`src/rtl/rtc_pkg.sv`:
```
// -----------------------------------------------------------------------------
// rtc_pkg
// Shared definitions for the RTC time-set controller: FSM state encoding,
// BCD field widths, wrap limits and BCD increment helpers for the edited time.
// No ports (package).
// -----------------------------------------------------------------------------
package rtc_pkg;

    localparam int H10_W   = 2;   // tens-of-hours digit width (0..2)
    localparam int DIG_W   = 4;   // every other BCD digit
    localparam int HR_MAX  = 23;
    localparam int MIN_MAX = 59;

    typedef enum logic [1:0] {
        ST_RUN     = 2'd0,
        ST_SET_HR  = 2'd1,
        ST_SET_MIN = 2'd2
    } state_e;

    typedef struct packed {
        logic [H10_W-1:0] h10;
        logic [DIG_W-1:0] h1;
    } hours_t;

    typedef struct packed {
        logic [DIG_W-1:0] m10;
        logic [DIG_W-1:0] m1;
    } mins_t;

    // Hours +1 in BCD, wrapping HR_MAX back to 00.
    function automatic hours_t bcd_inc_hours(input hours_t h);
        hours_t r;
        if ((int'(h.h10) * 10 + int'(h.h1)) >= HR_MAX) begin
            r = '0;
        end else if (h.h1 == DIG_W'(9)) begin
            r.h10 = h.h10 + 1'b1;
            r.h1  = '0;
        end else begin
            r.h10 = h.h10;
            r.h1  = h.h1 + 1'b1;
        end
        return r;
    endfunction

    // Minutes +1 in BCD, wrapping MIN_MAX back to 00.
    function automatic mins_t bcd_inc_mins(input mins_t m);
        mins_t r;
        if ((int'(m.m10) * 10 + int'(m.m1)) >= MIN_MAX) begin
            r = '0;
        end else if (m.m1 == DIG_W'(9)) begin
            r.m10 = m.m10 + 1'b1;
            r.m1  = '0;
        end else begin
            r.m10 = m.m10;
            r.m1  = m.m1 + 1'b1;
        end
        return r;
    endfunction

endpackage

```
`src/rtl/rtc_set_ctrl_if.sv`:
```
// -----------------------------------------------------------------------------
// rtc_set_ctrl_if
// Time bus between the set controller and the time counter.
//   cur_*     : live BCD time, counter -> controller
//   set_*     : edited BCD time, controller -> counter
//   load_o    : one-cycle load strobe, controller -> counter
//   run_en_o  : counter advance enable, controller -> counter
// Modports: master = set controller side, slave = time counter side.
// -----------------------------------------------------------------------------
interface rtc_set_ctrl_if;
    import rtc_pkg::*;

    logic [H10_W-1:0] cur_hours_10_i;
    logic [DIG_W-1:0] cur_hours_1_i;
    logic [DIG_W-1:0] cur_min_10_i;
    logic [DIG_W-1:0] cur_min_1_i;

    logic [H10_W-1:0] set_hours_10_o;
    logic [DIG_W-1:0] set_hours_1_o;
    logic [DIG_W-1:0] set_min_10_o;
    logic [DIG_W-1:0] set_min_1_o;

    logic             load_o;
    logic             run_en_o;

    modport master (
        input  cur_hours_10_i, cur_hours_1_i, cur_min_10_i, cur_min_1_i,
        output set_hours_10_o, set_hours_1_o, set_min_10_o, set_min_1_o,
        output load_o, run_en_o
    );

    modport slave (
        output cur_hours_10_i, cur_hours_1_i, cur_min_10_i, cur_min_1_i,
        input  set_hours_10_o, set_hours_1_o, set_min_10_o, set_min_1_o,
        input  load_o, run_en_o
    );

endinterface

```
`src/rtl/rtc_set_ctrl_btn_debounce.sv`:
```
// -----------------------------------------------------------------------------
// btn_debounce
// 2-flop synchroniser, level debouncer and rising-edge press pulse for one
// raw push button.
//   clk_i   : clock
//   rst_ni  : asynchronous active-low reset
//   btn_i   : raw asynchronous button, active-high
//   press_o : one-cycle pulse on each accepted press
// -----------------------------------------------------------------------------
module btn_debounce #(
    parameter int unsigned DEBOUNCE_CYC = 200000
) (
    input  logic clk_i,
    input  logic rst_ni,
    input  logic btn_i,
    output logic press_o
);

    localparam int unsigned CNT_W = (DEBOUNCE_CYC > 1) ? $clog2(DEBOUNCE_CYC) : 1;
    localparam logic [CNT_W-1:0] CNT_LAST = CNT_W'(DEBOUNCE_CYC - 1);

    logic             meta_q, meta_d;
    logic             sync_q, sync_d;
    logic             level_q, level_d;
    logic             prev_q, prev_d;
    logic             arm_q, arm_d;
    logic [1:0]       flush_q, flush_d;
    logic [CNT_W-1:0] cnt_q, cnt_d;

    always_comb begin
        meta_d  = btn_i;
        sync_d  = meta_q;
        prev_d  = level_q;
        // flush_q[1] marks the first cycle sync_q carries a post-reset sample.
        flush_d = {flush_q[0], 1'b1};
        // Presses are only honoured once the button has been seen released
        // after reset, so a button held through reset stays silent.
        arm_d   = arm_q | (flush_q[1] & ~sync_q);
        level_d = level_q;
        cnt_d   = '0;
        if (sync_q != level_q) begin
            if (cnt_q == CNT_LAST) begin
                level_d = sync_q;
            end else begin
                cnt_d = cnt_q + 1'b1;
            end
        end
    end

    always_ff @(posedge clk_i or negedge rst_ni) begin
        if (!rst_ni) begin
            meta_q  <= 1'b0;
            sync_q  <= 1'b0;
            level_q <= 1'b0;
            prev_q  <= 1'b0;
            arm_q   <= 1'b0;
            flush_q <= 2'b00;
            cnt_q   <= '0;
        end else begin
            meta_q  <= meta_d;
            sync_q  <= sync_d;
            level_q <= level_d;
            prev_q  <= prev_d;
            arm_q   <= arm_d;
            flush_q <= flush_d;
            cnt_q   <= cnt_d;
        end
    end

    assign press_o = level_q & ~prev_q & arm_q;

endmodule

```
`src/rtl/rtc_set_ctrl.sv`:
```
// -----------------------------------------------------------------------------
// rtc_set_ctrl
// Two-button time-set controller for an HH:MM real-time clock.
// Mode steps RUN -> SET_HR -> SET_MIN -> RUN (loading the edited time);
// inc advances the field being edited. Idle timeout aborts an edit without load.
//   clk_i, rst_ni          : clock, asynchronous active-low reset
//   btn_mode_i, btn_inc_i  : raw buttons
//   tbus (master)          : cur_* in, set_*/load_o/run_en_o out
//   blank_o                : per-digit blank mask {h10,h1,m10,m1}
//   state_o                : current FSM state
// -----------------------------------------------------------------------------
module rtc_set_ctrl
    import rtc_pkg::*;
#(
    parameter int unsigned CLK_HZ         = 10000000,
    parameter int unsigned DEBOUNCE_CYC   = 200000,
    parameter int unsigned BLINK_HALF_CYC = CLK_HZ / 4,
    parameter int unsigned TIMEOUT_CYC    = 30 * CLK_HZ
) (
    input  logic                clk_i,
    input  logic                rst_ni,
    input  logic                btn_mode_i,
    input  logic                btn_inc_i,
    rtc_set_ctrl_if.master      tbus,
    output logic [3:0]          blank_o,
    output logic [1:0]          state_o
);

    localparam int unsigned IDLE_W  = $clog2(TIMEOUT_CYC + 1);
    localparam int unsigned BLINK_W = (BLINK_HALF_CYC > 1) ? $clog2(BLINK_HALF_CYC) : 1;
    localparam logic [IDLE_W-1:0]  IDLE_LAST  = IDLE_W'(TIMEOUT_CYC - 1);
    localparam logic [BLINK_W-1:0] BLINK_LAST = BLINK_W'(BLINK_HALF_CYC - 1);

    logic mode_p, inc_p;

    btn_debounce #(.DEBOUNCE_CYC(DEBOUNCE_CYC)) u_mode_db (
        .clk_i  (clk_i),
        .rst_ni (rst_ni),
        .btn_i  (btn_mode_i),
        .press_o(mode_p)
    );

    btn_debounce #(.DEBOUNCE_CYC(DEBOUNCE_CYC)) u_inc_db (
        .clk_i  (clk_i),
        .rst_ni (rst_ni),
        .btn_i  (btn_inc_i),
        .press_o(inc_p)
    );

    state_e             state_q, state_d;
    hours_t             hrs_q, hrs_d;
    mins_t              mins_q, mins_d;
    logic               load_q, load_d;
    logic [IDLE_W-1:0]  idle_q, idle_d;
    logic [BLINK_W-1:0] blink_q, blink_d;
    logic               ph_q, ph_d;
    logic               enter;
    logic               timeout;

    always_comb begin
        state_d = state_q;
        hrs_d   = hrs_q;
        mins_d  = mins_q;
        load_d  = 1'b0;
        idle_d  = '0;           // any press or state change restarts idle time
        blink_d = blink_q;
        ph_d    = ph_q;
        enter   = 1'b0;
        timeout = (idle_q == IDLE_LAST);

        // Mode is tested first everywhere, so a simultaneous inc is dropped.
        unique case (state_q)
            ST_RUN: begin
                if (mode_p) begin
                    hrs_d.h10  = tbus.cur_hours_10_i;
                    hrs_d.h1   = tbus.cur_hours_1_i;
                    mins_d.m10 = tbus.cur_min_10_i;
                    mins_d.m1  = tbus.cur_min_1_i;
                    state_d    = ST_SET_HR;
                    enter      = 1'b1;
                end
            end
            ST_SET_HR: begin
                if (mode_p) begin
                    state_d = ST_SET_MIN;
                    enter   = 1'b1;
                end else if (inc_p) begin
                    hrs_d = bcd_inc_hours(hrs_q);
                end else if (timeout) begin
                    state_d = ST_RUN;
                end else begin
                    idle_d = idle_q + 1'b1;
                end
            end
            ST_SET_MIN: begin
                if (mode_p) begin
                    state_d = ST_RUN;
                    load_d  = 1'b1;
                end else if (inc_p) begin
                    mins_d = bcd_inc_mins(mins_q);
                end else if (timeout) begin
                    state_d = ST_RUN;
                end else begin
                    idle_d = idle_q + 1'b1;
                end
            end
            default: state_d = ST_RUN;
        endcase

        // Blink restarts in the visible phase on every entry to a set state.
        if (enter || (state_q == ST_RUN)) begin
            blink_d = '0;
            ph_d    = 1'b0;
        end else if (blink_q == BLINK_LAST) begin
            blink_d = '0;
            ph_d    = ~ph_q;
        end else begin
            blink_d = blink_q + 1'b1;
        end
    end

    always_ff @(posedge clk_i or negedge rst_ni) begin
        if (!rst_ni) begin
            state_q <= ST_RUN;
            hrs_q   <= '0;
            mins_q  <= '0;
            load_q  <= 1'b0;
            idle_q  <= '0;
            blink_q <= '0;
            ph_q    <= 1'b0;
        end else begin
            state_q <= state_d;
            hrs_q   <= hrs_d;
            mins_q  <= mins_d;
            load_q  <= load_d;
            idle_q  <= idle_d;
            blink_q <= blink_d;
            ph_q    <= ph_d;
        end
    end

    always_comb begin
        unique case (state_q)
            ST_SET_HR:  blank_o = {ph_q, ph_q, 2'b00};
            ST_SET_MIN: blank_o = {2'b00, ph_q, ph_q};
            default:    blank_o = 4'b0000;
        endcase
    end

    assign state_o             = state_q;
    assign tbus.set_hours_10_o = hrs_q.h10;
    assign tbus.set_hours_1_o  = hrs_q.h1;
    assign tbus.set_min_10_o   = mins_q.m10;
    assign tbus.set_min_1_o    = mins_q.m1;
    assign tbus.load_o         = load_q;
    // Load leaves the FSM in RUN in the same cycle, so run_en rises with it.
    assign tbus.run_en_o       = (state_q == ST_RUN);

endmodule

```
`src/flat_wrapper.sv`:
```
// flat-port wrapper written by rule: the top's interface ports become plain ports
module rtc_set_ctrl_flat import rtc_pkg::*;
#(
    parameter int unsigned CLK_HZ         = 10000000,
    parameter int unsigned DEBOUNCE_CYC   = 200000,
    parameter int unsigned BLINK_HALF_CYC = CLK_HZ / 4,
    parameter int unsigned TIMEOUT_CYC    = 30 * CLK_HZ
)
  (clk_i, rst_ni, btn_mode_i, btn_inc_i, blank_o, state_o, tbus_cur_hours_10_i, tbus_cur_hours_1_i, tbus_cur_min_10_i, tbus_cur_min_1_i, tbus_set_hours_10_o, tbus_set_hours_1_o, tbus_set_min_10_o, tbus_set_min_1_o, tbus_load_o, tbus_run_en_o);
  rtc_set_ctrl_if tbus_i ();
  input  logic clk_i;
  input  logic rst_ni;
  input  logic btn_mode_i;
  input  logic btn_inc_i;
  output logic [3:0] blank_o;
  output logic [1:0] state_o;
  input wire logic [$bits(tbus_i.cur_hours_10_i)-1:0] tbus_cur_hours_10_i;
  input wire logic [$bits(tbus_i.cur_hours_1_i)-1:0] tbus_cur_hours_1_i;
  input wire logic [$bits(tbus_i.cur_min_10_i)-1:0] tbus_cur_min_10_i;
  input wire logic [$bits(tbus_i.cur_min_1_i)-1:0] tbus_cur_min_1_i;
  output wire logic [$bits(tbus_i.set_hours_10_o)-1:0] tbus_set_hours_10_o;
  output wire logic [$bits(tbus_i.set_hours_1_o)-1:0] tbus_set_hours_1_o;
  output wire logic [$bits(tbus_i.set_min_10_o)-1:0] tbus_set_min_10_o;
  output wire logic [$bits(tbus_i.set_min_1_o)-1:0] tbus_set_min_1_o;
  output wire logic [$bits(tbus_i.load_o)-1:0] tbus_load_o;
  output wire logic [$bits(tbus_i.run_en_o)-1:0] tbus_run_en_o;
  assign tbus_i.cur_hours_10_i = tbus_cur_hours_10_i;
  assign tbus_i.cur_hours_1_i = tbus_cur_hours_1_i;
  assign tbus_i.cur_min_10_i = tbus_cur_min_10_i;
  assign tbus_i.cur_min_1_i = tbus_cur_min_1_i;
  assign tbus_set_hours_10_o = tbus_i.set_hours_10_o;
  assign tbus_set_hours_1_o = tbus_i.set_hours_1_o;
  assign tbus_set_min_10_o = tbus_i.set_min_10_o;
  assign tbus_set_min_1_o = tbus_i.set_min_1_o;
  assign tbus_load_o = tbus_i.load_o;
  assign tbus_run_en_o = tbus_i.run_en_o;
  rtc_set_ctrl #(.CLK_HZ(CLK_HZ), .DEBOUNCE_CYC(DEBOUNCE_CYC), .BLINK_HALF_CYC(BLINK_HALF_CYC), .TIMEOUT_CYC(TIMEOUT_CYC)) u_core (.clk_i(clk_i), .rst_ni(rst_ni), .btn_mode_i(btn_mode_i), .btn_inc_i(btn_inc_i), .tbus(tbus_i), .blank_o(blank_o), .state_o(state_o));
endmodule
```
`config.mk`:
```
export PLATFORM = sky130hd
export DESIGN_NAME = rtc_set_ctrl_flat
export DESIGN_NICKNAME = d
export VERILOG_FILES = /design/src/rtl/rtc_pkg.sv /design/src/rtl/rtc_set_ctrl_if.sv /design/src/rtl/rtc_set_ctrl_btn_debounce.sv /design/src/rtl/rtc_set_ctrl.sv /design/src/flat_wrapper.sv
export SDC_FILE = /design/constraint.sdc
export NUM_CORES = 1
export LEC_CHECK = 0
export CAP_MARGIN = 20
export CORE_AREA = 2 2 106 108
export CTS_BUF_LIST = sky130_fd_sc_hd__clkbuf_16
export DETAILED_ROUTE_END_ITERATION = 7
export DIE_AREA = 0 0 108 110
export PLACE_DENSITY = 0.79
export RECOVER_POWER = 50
export REMOVE_ABC_BUFFERS = 1
export SLEW_MARGIN = 20
export SYNTH_ARGS = -nofsm -noshare
export SYNTH_HDL_FRONTEND = slang
export SYNTH_SLANG_ARGS = --single-unit
```
`constraint.sdc`:
```
create_clock -name clk_i -period 3.27 [get_ports clk_i]
set_input_delay 0.654 -clock clk_i [delete_from_list [all_inputs] [get_ports clk_i]]
set_output_delay 0.654 -clock clk_i [all_outputs]
set_load 0.02 [all_outputs]
```
# Yosys cells after proc, flatten, opt, wreduce, memory -nomap -nowiden
# Cells that the tools add are included.
[totals]
elab_cells = 114
out_inout_bits = 22
ff_bits = 119
[classes]
n_reduce_logical = 13
n_mux = 34
n_bitwise = 13
add_sub_neg = 10
magnitude_cmp = 2
n_mul = 2
eq_ne = 17
[ops]
columns = ["operator", "count"]
rows = [
  ["29-bit 2-to-1 mux", 4],
  ["18-bit 2-to-1 mux", 4],
  ["32-bit by 5-bit adder with 32-bit output", 2],
  ["22-bit 2-to-1 mux", 2],
  ["8-bit 2-to-1 mux", 5],
  ["18-bit by 1-bit adder with 18-bit output (second input constant)", 2],
  ["18-bit equality test (second input constant)", 2],
  ["32-bit by 6-bit greater-or-equal comparator with 1-bit output (second input constant)", 1],
  ["32-bit by 7-bit greater-or-equal comparator with 1-bit output (second input constant)", 1],
  ["6-bit 2-to-1 mux", 5],
  ["29-bit by 1-bit adder with 29-bit output (second input constant)", 1],
  ["29-bit equality test (second input constant)", 1],
  ["22-bit by 1-bit adder with 22-bit output (second input constant)", 1],
  ["22-bit equality test (second input constant)", 1],
  ["8-bit one-hot mux with 2 select lines", 1],
  ["4-bit by 1-bit adder with 4-bit output (second input constant)", 3],
  ["6-bit one-hot mux with 2 select lines", 1],
  ["2-bit 2-to-1 mux", 5],
  ["5-bit AND reduction", 2],
  ["4-bit equality test (second input constant)", 2],
  ["4-bit one-hot mux with 2 select lines", 1],
  ["4-bit AND reduction", 2],
  ["4-bit by 3-bit multiplier with 7-bit output (second input constant)", 1],
  ["1-bit bitwise AND", 6],
  ["17 further kinds", 35],
]

# Longest topological paths before layout
# Gate-level depths: netlist of the first run.
[logic_depth]
ltp_word = 7
depth_mapped = 8
mapped_depth_nobuf = 8

# By module
# Synthesis of the first run repeated with hierarchy kept, for this count alone.
[hier_totals]
hier_cells = 653
hier_area_um2 = 6371.1
[by_module_without_submodules]
columns = ["mod", "area_per_inst_um2", "n_inst", "seq_area_each_um2", "cells_per_inst"]
rows = [
  ["rtc_set_ctrl", 4083.9, 1, 1726.7, 443],
  ["btn_debounce", 1143.6, 2, 625.6, 105],
]

# Worst setup path before layout of the first run
# No wires, ideal clock.
[synth_timing]
path_type = "reg-to-reg"
from = "register u_core.mins_q, in the netlist u_core.tbus.set_min_10_o[1]"
to = "register u_core.mins_q, in the netlist u_core.tbus.set_min_1_o[1]"
path_stages_with_launch = 9
arrival_ns = 2.587
synth_period_minus_slack_ns = 2.697
setup_slack_ns = 0.573
required_ns = 3.160
path_cell_list = "dfrtp_1 -> ha_1 -> ha_1 -> fa_1 -> and4b_1 -> a32o_1 -> nand3_2 -> or2_0 -> o41ai_1"
[synth_via]
elab_chain_len = 7
[synth_rtl]
columns = ["element", "line", "rtl"]
rows = [
  ["start, declared", "rtc_set_ctrl.sv:52", "mins_t mins_q, mins_d;"],
  ["start signal, assigned", "rtc_set_ctrl.sv:134", "mins_q <= mins_d;"],
  ["4-bit by 3-bit multiplier with 7-bit output", "rtc_pkg.sv:48", "if ((int'(m.m10) * 10 + int'(m.m1)) >= MIN_MAX) begin"],
  ["32-bit by 5-bit adder with 32-bit output", "rtc_pkg.sv:48", ""],
  ["32-bit by 7-bit greater-or-equal comparator with 1-bit output", "rtc_pkg.sv:48", ""],
  ["8-bit 2-to-1 mux", "rtc_pkg.sv:48", ""],
  ["8-bit 2-to-1 mux", "rtc_set_ctrl.sv:99", "end else if (inc_p) begin"],
  ["8-bit 2-to-1 mux", "rtc_set_ctrl.sv:96", "if (mode_p) begin"],
  ["8-bit one-hot mux with 2 select lines", "rtc_set_ctrl.sv:72", "unique case (state_q)"],
]
# Every way passes these cells. The select of a mux whose other input is x is not followed.
# A chain may end at the register's enable or synchronous reset.

# Final worst setup path of the first run
# Ends and elaborated chain as after synthesis.

==> impl_metrics.ini, run 1 <==
[die]
die_y_um = 110
starting_utilization_of_the_core_area_pct = 58.96
die_w_um = 108
io_pins = 40
fp-row-count = 38
placeableCoreArea_um2 = 10700
die_area_um2 = 11880

[drt]
drcViolationCount = 0
routed_wire_length_per_instance_um = 15.35
vias = 4893
ant_nets = 0
drt_pre_antenna_iters = 5
drt-total-wl_um = 12940
avgViaCountPerCell = 5.804
dr.first_iter.drc_count = 331

[clock_tree]
clock_latency_ns = 0.41
cts_hold_repair.buffers = 0
cts_buffer_depth = 2
clk_pin_slew_worst_paths_ns = 0.05
cts_inserted_buffers = 17
numClockSinks = 117
clock_tree_from_tritoncts = yes
cts.root.buffer_cell = sky130_fd_sc_hd__clkbuf_16
clock_tree.htree_level_count = 4
cts.repair_timing.setup_buffer_count = 0
ctsResizeCount = 0

[logic_synthesis]
mappedNetlistArea_um2 = 6307
synthArstFlopShare_pct = 100.0
synth.lib_cells_used.distinct = 66
post_synth.cell_area_avg_um2 = 9.718
synth_edf_count = 0
synth_ff_type = sky130_fd_sc_hd__dfrtp_1
synth.yosys.seq_area_share_pct = 46.42
post_synth_inst_count = 649
yosys_warnings = 0
synth-seq-cells = 117

[timing]
timing.setup.tns_ns = 0
number_of_slew_limit_violations_in_the_final_report = 0
period_utilization_pct = 89.12
finClkSkew_ns = 0.004889
max_freq_mhz = 343.1
timing.final.setup_violations = 0
timing.max_slew.rel_slack_pct = 9.326
timing.final.crit_period_ns = 2.914
tightest_slew_ns = 1.360
finalHoldViolCount = 0
setup_repair_after_global_routing_missed_its_margin = false

[run]
max-cap-violations = 0

[finish]
fraction_of_layout_instances_using_a_drive_strength_above_1_pct = 7.397
num-fill-cells = 799
antennaDiodeCount = 0
multi_input_logic_area_um2 = 3158
fin_area_um2 = 7392
area.sequential_um2 = 2928
nNetsFinal = 734
area_delta_synth_final_pct = 17.20

[pwr]
leakage_nw = 3.058
peakVddDrop_uv = 273.0
fin_total_pwr_w = 0.003469
power_density_nw_per_um2 = 469.3

[critical_path]
critPathKind = reg2reg
crit_path_max_fanout = 10
critPathCaptureType = flip-flop
nature_of_the_critical_path_startpoint = flip-flop
crit_required_ns = 3.56
crit_path_cell_trace = ha_1, ha_1, fa_1, and4b_1, a32o_1, nand3_2, or2_0, o41ai_1
cpMostUsedCell = sky130_fd_sc_hd__ha_1
worst_ep_arrival_time_ns = 3.20
timing.critical_path.slowest_stage_cell = sky130_fd_sc_hd__fa_1
cp_slowest_stage_delay_ns = 0.50

[global_routing]
grt_pass1_vias = 4882
overall_global_routing_usage_pct = 23.60
pin_count_of_the_biggest_net_entering_global_routing = 55
grt_first_pass_wirelength_um = 22210
grt_antenna_before_repair = 0
globalRoute.totalOverflow = 0

[placed_design]
post_dp_cell_area_um2 = 6800
finalWeightedCongestion = 0.8312
port_buffers = 39
detailed_place_hpwl_um = 8738

[outcome]
run_status = finished, final reports clean

[hold_path]
min-delay-path-class = reg2reg
-- critical path: cells and delay by family, from the launching register on --
| kind | cells | cell delay (ns) |
|---|---|---|
| flops | 1 | 0.48 |
| compound gates | 2 | 0.55 |
| fa+ha+maj | 3 | 1.07 |
| simple gates | 3 | 0.70 |
-- sequential cells by signal, indices dropped and copies added, names as in the netlist, 4 cells and up --
signal                     count
u_core.u_inc_db.cnt_q         18
u_core.tbus.set_min_1_o        4
u_core.blink_q                22
u_core.u_mode_db.cnt_q        18
u_core.tbus.set_min_10_o       4
u_core.idle_q                 29
u_core.tbus.set_hours_1_o      4
-- cell families (layout without fill, tap and decap cells) --
kind of cell | count (synthesis) | in the layout | synth area share, %
buffers and inverters | 49 | 103 | 3.511
other | 1 | 1 | 0.05945
multiplexers | 2 | 2 | 0.3570
AND/OR/NAND/NOR | 312 | 312 | 25.49
XOR/XNOR | 83 | 83 | 11.53
flip-flops | 117 | 117 | 46.42
adder cells (fa/ha/maj) | 26 | 26 | 5.515
AO/OA/AOI/OAI | 59 | 59 | 7.122
-- cells in the final DEF, fill, tap and decap left out, types with 7 or more instances in the layout --
| cell type | instances |
|---|---|
| sky130_fd_sc_hd__nand2_1 | 36 |
| sky130_fd_sc_hd__nor4_1 | 11 |
| sky130_fd_sc_hd__and3_1 | 18 |
| sky130_fd_sc_hd__xor2_1 | 40 |
| sky130_fd_sc_hd__a21oi_1 | 14 |
| sky130_fd_sc_hd__nand4_1 | 21 |
| sky130_fd_sc_hd__nor3_1 | 20 |
| sky130_fd_sc_hd__dfrtp_1 | 117 |
| sky130_fd_sc_hd__and4_1 | 7 |
| sky130_fd_sc_hd__ha_1 | 23 |
| sky130_fd_sc_hd__nand3_1 | 38 |
| sky130_fd_sc_hd__clkdlybuf4s50_1 | 36 |
| sky130_fd_sc_hd__inv_1 | 27 |
| sky130_fd_sc_hd__clkbuf_16 | 17 |
| sky130_fd_sc_hd__xnor2_1 | 43 |
| sky130_fd_sc_hd__nor2_1 | 113 |
-- cells in the mapped netlist, types with 5 or more instances --
master	instances	share of area (%)
sky130_fd_sc_hd__xor2_1	40	5.6
sky130_fd_sc_hd__buf_2	6	0.48
sky130_fd_sc_hd__and4_1	7	0.97
sky130_fd_sc_hd__nor4_1	11	1.1
sky130_fd_sc_hd__dfrtp_1	117	46
sky130_fd_sc_hd__and3_1	18	1.8
sky130_fd_sc_hd__nand2_1	36	2.1
sky130_fd_sc_hd__and2_1	6	0.60
sky130_fd_sc_hd__ha_1	23	4.6
sky130_fd_sc_hd__nor3_1	20	1.6
sky130_fd_sc_hd__xnor2_1	43	6.0
sky130_fd_sc_hd__a21oi_1	14	1.1
sky130_fd_sc_hd__nor2b_1	5	0.50
sky130_fd_sc_hd__nand3_1	38	3.0
sky130_fd_sc_hd__a21o_1	5	0.60
sky130_fd_sc_hd__clkbuf_1	10	0.60
sky130_fd_sc_hd__nand4_1	21	2.1
sky130_fd_sc_hd__inv_1	27	1.6
sky130_fd_sc_hd__nor2_1	113	6.7
-- report_power, final --
group / switching (W) / internal [W] / total (W)
combinational: 0.0000489 / 0.0000311 / 0.0000800
sequential: 0.00000877 / 0.00146 / 0.00147
clock: 0.000659 / 0.00126 / 0.00192
total: 0.000716 / 0.00275 / 0.00347
-- final timing paths --
kind | startpoint | to | slack [ns] | cells past startpoint
max in group asynchronous | rst_ni | u_core.idle_q[11] | 0.94 | 2
min in group asynchronous | rst_ni | u_core.u_mode_db.cnt_q[11] | 0.56 | 1
worst min-delay path | u_core.u_inc_db.meta_q | u_core.u_inc_db.sync_q | 0.35 | 0
worst min register to register | u_core.u_inc_db.meta_q | u_core.u_inc_db.sync_q | 0.35 | 0
worst max-delay path | u_core.tbus.set_min_10_o[1] | u_core.tbus.set_min_1_o[1] | 0.36 | 8
worst max register to register | u_core.tbus.set_min_10_o[1] | u_core.tbus.set_min_1_o[1] | 0.36 | 8
-- routing by layer --
metal | up-vias | track usage [%] | wire length (um) | share of wire (%)
li1 | 2341 | - | - | -
met1 | 2400 | 29.54 | 5762 | 45
met2 | 135 | 40.75 | 6419 | 50
met3 | 17 | 4.997 | 592 | 4.6
met4 | 0 | 8.425 | 167 | 1.3
met5 | - | 0 | 0 | 0
-- layout make-up --
class,count,area share (%)
sequential,117,39.61
clock buffer,17,5.755
multi-input combinational,483,42.72
tap,140,2.370
timing repair buffer,44,5.636
inverter,27,1.371
clock inverter,15,2.539
-- metrics by stage --
stage	hold slack [ns]	setup slack [ns]	utilization, %	instances
finish	0.3465	0.3557	69.10	843
global route	0.3654	0.2299	69.10	843
CTS	0.3180	0.3827	69.30	843
detailed placement	0.3372	0.3914	63.57	811
global placement	0.3324	0.5307	63.57	811
floorplan	0.3312	0.5609	-	627
Note: power is estimated with default switching activity, not from simulation.
==> inputs of run 2 (changes only) <==
--- a/config.mk
+++ b/config.mk
@@ -13,7 +13,6 @@
 export PLACE_DENSITY = 0.79
 export RECOVER_POWER = 50
 export REMOVE_ABC_BUFFERS = 1
-export SLEW_MARGIN = 20
 export SYNTH_ARGS = -nofsm -noshare
 export SYNTH_HDL_FRONTEND = slang
 export SYNTH_SLANG_ARGS = --single-unit
==> results of run 2 <==
Same layout as run 1: the final DEF is identical, and so are final timing and power.
